File: config.mk
export PLATFORM = sky130hd
export DESIGN_NAME = dcache
export DESIGN_NICKNAME = d
export VERILOG_FILES = /design/src/rtl/cache_pkg.sv /design/src/rtl/dcache_line_array.sv /design/src/rtl/dcache.sv
export SDC_FILE = /design/constraint.sdc
export NUM_CORES = 1
export LEC_CHECK = 0
export BUFFER_PORTS_ARGS = -buffer_cell sky130_fd_sc_hd__buf_2
export CAP_MARGIN = 20
export CORE_MARGIN = 3
export CORE_UTILIZATION = 30
export DETAILED_ROUTE_END_ITERATION = 8
export PLACE_DENSITY = 0.47
export SETUP_SLACK_MARGIN = 0.15
export SYNTH_ARGS = -nofsm -noshare
export SYNTH_HDL_FRONTEND = slang
export SYNTH_SLANG_ARGS = --single-unit
File: constraint.sdc
create_clock -name clk -period 13.11 [get_ports clk]
set_input_delay 1.311 -clock clk [delete_from_list [all_inputs] [get_ports clk]]
set_output_delay 1.311 -clock clk [all_outputs]
set_load 0.01 [all_outputs]
File: src/rtl/cache_pkg.sv
// Shared geometry, state encoding and word-select helper for the direct-mapped
// write-back data cache.
package cache_pkg;
   localparam int TAG_W     = 25;
   localparam int IDX_W     = 3;
   localparam int OFS_W     = 2;
   localparam int LINE_W    = 128;
   localparam int NUM_LINES = 8;
   localparam int WORD_W    = 32;

   typedef enum logic [1:0] {
      COMPARE   = 2'd0,
      WRITEBACK = 2'd1,
      ALLOCATE  = 2'd2
   } state_t;

   function automatic logic [WORD_W-1:0] line_word(input logic [LINE_W-1:0] line,
                                                   input logic [OFS_W-1:0]  ofs);
      return line[{ofs, 5'b0} +: WORD_W];
   endfunction
endpackage

File: src/rtl/dcache_line_array.sv
// Tag/data storage for 8 lines x 4 words. Only valid/dirty are reset; tags and
// data are don't-care after reset.
module dcache_line_array
   import cache_pkg::*;
(
   input  logic              clk,
   input  logic              rst,
   input  logic [IDX_W-1:0]  idx,
   output logic              rd_valid,
   output logic              rd_dirty,
   output logic [TAG_W-1:0]  rd_tag,
   output logic [LINE_W-1:0] rd_line,
   input  logic              wr_word_en,
   input  logic [OFS_W-1:0]  wr_ofs,
   input  logic [WORD_W-1:0] wr_word,
   input  logic              wr_line_en,
   input  logic [TAG_W-1:0]  wr_tag,
   input  logic [LINE_W-1:0] wr_line
);
   logic [NUM_LINES-1:0] valid_q;
   logic [NUM_LINES-1:0] dirty_q;
   logic [TAG_W-1:0]     tag_q  [NUM_LINES];
   logic [LINE_W-1:0]    data_q [NUM_LINES];

   always_ff @(posedge clk or posedge rst) begin
      if (rst) begin
         valid_q <= '0;
         dirty_q <= '0;
      end else if (wr_line_en) begin
         valid_q[idx] <= 1'b1;
         dirty_q[idx] <= 1'b0;
      end else if (wr_word_en) begin
         dirty_q[idx] <= 1'b1;
      end
   end

   always_ff @(posedge clk) begin
      if (wr_line_en) begin
         tag_q[idx]  <= wr_tag;
         data_q[idx] <= wr_line;
      end else if (wr_word_en) begin
         data_q[idx][{wr_ofs, 5'b0} +: WORD_W] <= wr_word;
      end
   end

   assign rd_valid = valid_q[idx];
   assign rd_dirty = dirty_q[idx];
   assign rd_tag   = tag_q[idx];
   assign rd_line  = data_q[idx];
endmodule

File: src/rtl/dcache.sv
// Direct-mapped, write-back, write-allocate data cache: COMPARE / WRITEBACK /
// ALLOCATE controller around dcache_line_array.
module dcache
   import cache_pkg::*;
(
   input  logic         clk,
   input  logic         proc_reset,
   input  logic         proc_read,
   input  logic         proc_write,
   input  logic [29:0]  proc_addr,
   input  logic [31:0]  proc_wdata,
   output logic         proc_stall,
   output logic [31:0]  proc_rdata,
   output logic         mem_read,
   output logic         mem_write,
   output logic [27:0]  mem_addr,
   output logic [127:0] mem_wdata,
   input  logic [127:0] mem_rdata,
   input  logic         mem_ready
);
   state_t            state_q, state_d;
   logic [TAG_W-1:0]  addr_tag;
   logic [IDX_W-1:0]  addr_idx;
   logic [OFS_W-1:0]  addr_ofs;
   logic              req, hit;
   logic              rd_valid, rd_dirty;
   logic [TAG_W-1:0]  rd_tag;
   logic [LINE_W-1:0] rd_line;
   logic              wr_word_en, wr_line_en;

   assign addr_tag = proc_addr[29:5];
   assign addr_idx = proc_addr[4:2];
   assign addr_ofs = proc_addr[1:0];
   assign req      = proc_read | proc_write;
   assign hit      = rd_valid && (rd_tag == addr_tag);

   dcache_line_array u_lines (
      .clk        (clk),
      .rst        (proc_reset),
      .idx        (addr_idx),
      .rd_valid   (rd_valid),
      .rd_dirty   (rd_dirty),
      .rd_tag     (rd_tag),
      .rd_line    (rd_line),
      .wr_word_en (wr_word_en),
      .wr_ofs     (addr_ofs),
      .wr_word    (proc_wdata),
      .wr_line_en (wr_line_en),
      .wr_tag     (addr_tag),
      .wr_line    (mem_rdata)
   );

   always_ff @(posedge clk or posedge proc_reset) begin
      if (proc_reset) state_q <= COMPARE;
      else            state_q <= state_d;
   end

   always_comb begin
      state_d = state_q;
      case (state_q)
         COMPARE:   if (req && !hit) state_d = (rd_valid && rd_dirty) ? WRITEBACK : ALLOCATE;
         WRITEBACK: if (mem_ready) state_d = ALLOCATE;
         ALLOCATE:  if (mem_ready) state_d = COMPARE;
         default:   state_d = COMPARE;
      endcase
   end

   // Everything is forced to zero while reset is held, including the array write enables.
   always_comb begin
      proc_stall = 1'b0;
      proc_rdata = '0;
      mem_read   = 1'b0;
      mem_write  = 1'b0;
      mem_addr   = '0;
      mem_wdata  = '0;
      wr_word_en = 1'b0;
      wr_line_en = 1'b0;
      if (!proc_reset) begin
         case (state_q)
            COMPARE: begin
               proc_stall = req && !hit;
               proc_rdata = line_word(rd_line, addr_ofs);
               wr_word_en = proc_write && hit;
            end
            WRITEBACK: begin
               proc_stall = 1'b1;
               mem_write  = 1'b1;
               mem_addr   = {rd_tag, addr_idx};
               mem_wdata  = rd_line;
            end
            ALLOCATE: begin
               proc_stall = 1'b1;
               mem_read   = 1'b1;
               mem_addr   = proc_addr[29:2];
               wr_line_en = mem_ready;
            end
            default: ;
         endcase
      end
   end
endmodule
==> summary.txt <==
run status - completed
critical path buffer and inverter count - 6
Pwr Total - 9240 µW
Die H - 416 µm
crit path capture - proc_rdata[31]
initial antenna violation count - 14
core region area - 166000 µm²
reg-to-reg setup timing slack - 8.14 ns
crit-path max FO - 57
Mapped Nets - 3394
Max Slew Vio Count - 0
unique cell type count in the Yosys netlist - 60
final WL - 188000 µm
input/output buffers - 385
CP startpoint kind - primary input
area grow syn2layout - 18.8%
pin count of the biggest net entering global routing - 97
largest cells by area after synthesis - edfxtp_1 (73%), mux2i_1 (4.7%), a22oi_1 (4.2%), mux4_2 (2.2%), nor2_1 (1.8%)
Rows - 149
type of the most critical hold path - reg -> reg
CTS H-tree lvls - 4
DRC Markers - 0
CP Data Arrival Time - 6.31 ns
post-synth top area share - 72.8%
CTS tree - built
cts repair resizes - 0
Slew Limit Headroom - 10.3%
setup TNS - 0 ns
FILL cells - 15800
share of cells above drive strength 1 - 21.9%
I/O pin count - 386
global-route wire length before repair - 256000 µm
#FFs+latches synth - 1242
Antenna Diode Count - 0
Hold Vio Cnt, Final - 0
max_cap viols - 0
Hold Worst Slack - 0.467 ns
cell family with most CP delay - buffers and inverters
GP Congestion - 0.793
Final Cycle Share - 58.1%
Clock transition at path regs - 0.06 ns
top achievable clock speed - 131 MHz
WL/cell - 31.8 µm
Remaining Overflow, GRT - 0
reg2reg end - u_lines.data_q[7][122]
Avg Cell Area, Syn - 15.8 µm²
area leader, netlist - edfxtp_1
hold buffer count at CTS - 0
Clock Root Buffer - clkbuf_16
starting density of the core - 30.4%
ys flop type - edfxtp_1
Netlist Area Pre-Place - 50500 µm²
reg2reg path depth - 9
DR vias/cell - 5.29
Max Clock Skew - 0.0614 ns
Critical Path, Cell by Cell - buf_4 > buf_4 > buf_4 > nand2_1 > nor2_4 > buf_4 > buf_4 > a22oi_1 > and3_1 > mux4_2 > nor2_1 > buf_2
Die Area - 173000 µm²
Max Root-Sink Buffers - 3
Period minus WS final - 7.62 ns
top cells by count, synth - edfxtp_1 (1224), a22oi_1 (285), mux2i_1 (238), nor2_1 (238), nand2_1 (185)
CP startpoint - proc_addr[3]
nets@finish - 3800
most numerous cell in the Yosys netlist - edfxtp_1
post-route ant nets - 0
Leak - 0.0200 µW
synth warn - 0
critical path's slowest cell - buf_4
worst-margin pin slew - 1.34 ns
RSZ-0062 raised after global routing - no
register area share after synthesis - 73.7%
Die Wd - 416 µm
initial DRC count - 3343
VDD IR max - 0.127 mV
clock latency on the worst-skew pair - 0.78 ns
CP Depth - 12
Worst setup EP type - output port
postcts setup bufs - 0
Sink Count - 1242
EDFF count, synth - 1224
ys async rst share - 1.45%
via count - 31200
required time worst endpoint - 11.80 ns
Final Setup Violations - 0
synthesized netlist cell count - 3190
DP Wirelength - 114000 µm
PwrDens - 154 nW/µm²
most frequent CP cell - buf_4
DRT Pass-1 Iters - 6
vias in the first global route - 30600
GR Util All Layers - 21.1%
Crit Path Class - in -> out
TritonCTS buffer count - 139
crit-path max cell delay - 0.83 ns
Worst R2R Start - u_lines.tag_q[2][14]
## through the flow
step	cells	setup WS (ns)	area (µm²)	utilization [%]
global route	5898	5.38	59900	36.1
finish	5898	5.49	59900	36.1
detailed placement	5643	5.46	55200	33.2
floorplan	3190	7.67	50500	-
CTS	5897	5.45	59900	36.1
global placement	5639	5.51	55100	33.2
## how the worst min path moves through the flow
stage | start | endpoint | slack, ns | cells past startpoint
2_1_floorplan | u_lines.valid_q[2] | u_lines.valid_q[2] | 0.43 | 1
3_3_place_gp | u_lines.valid_q[5] | u_lines.valid_q[5] | 0.45 | 1
3_5_place_dp | u_lines.valid_q[1] | u_lines.valid_q[1] | 0.45 | 1
4_1_cts | u_lines.valid_q[1] | u_lines.valid_q[1] | 0.47 | 1
5_1_grt | u_lines.valid_q[1] | u_lines.valid_q[1] | 0.48 | 1
6_report | u_lines.valid_q[1] | u_lines.valid_q[1] | 0.47 | 1
## where the power goes
group          total [µW]  switching, µW  internal [µW]
registers            4470           19.7           4450
clock network        3980           1690           2290
logic                 794            567            226
## placed cells by master (no fill, tap or decap), types with 68 or more instances in the layout
cell type,n
clkbuf_16,139
and3_1,68
nand2_1,182
inv_1,135
edfxtp_1,1224
a22oi_1,285
o21ai_0,73
buf_2,382
nor2_1,226
a22o_1,78
mux2i_1,238
buf_4,83
a21oi_1,77
a221oi_1,77
## cell families after synthesis
group           share of synthesized area [%]
flops                                    73.7
compound gates                           9.49
simple gates                             5.55
xor+xnor                                0.208
fa+ha+maj                               0.223
mux                                      7.56
buf+inv                                  3.24
## worst reg2reg max path: stages, from the launching register on
cell and delay [ns]:
edfxtp_1 0.36, mux4_2 0.46, mux2i_1 0.22, xor2_1 0.35, and3b_1 0.21, nand4_1 0.21, nor4_4 0.88, nand3_1 0.83
a21oi_4 0.35, buf_4 0.67
## layout make-up
class	count	area (µm²)	area share [%]
Tap cell	2189	2740	4.57
Multi-Input combinational cell	1604	12100	20.2
Clock buffer	169	3590	5.99
Clock inverter	85	1100	1.84
Sequential cell	1242	37200	62.1
Inverter	138	518	0.864
Timing Repair Buffer	471	2670	4.45
## per-layer routing
layer	vias up	global-route usage (%)	part of all wire, %
met2	1210	36.1	50
met5	-	0	0.0059
met4	2	7.02	3.5
met3	247	3.36	5.7
li1	13300	-	-
met1	16400	27.3	41
## state kept, by name, indices dropped and copies added (netlist names), named ones only
name and flops:
u_lines.data_q 1024, u_lines.tag_q 200, u_lines.valid_q 8, state_q 2
Note: power is estimated with default switching activity, not from simulation.
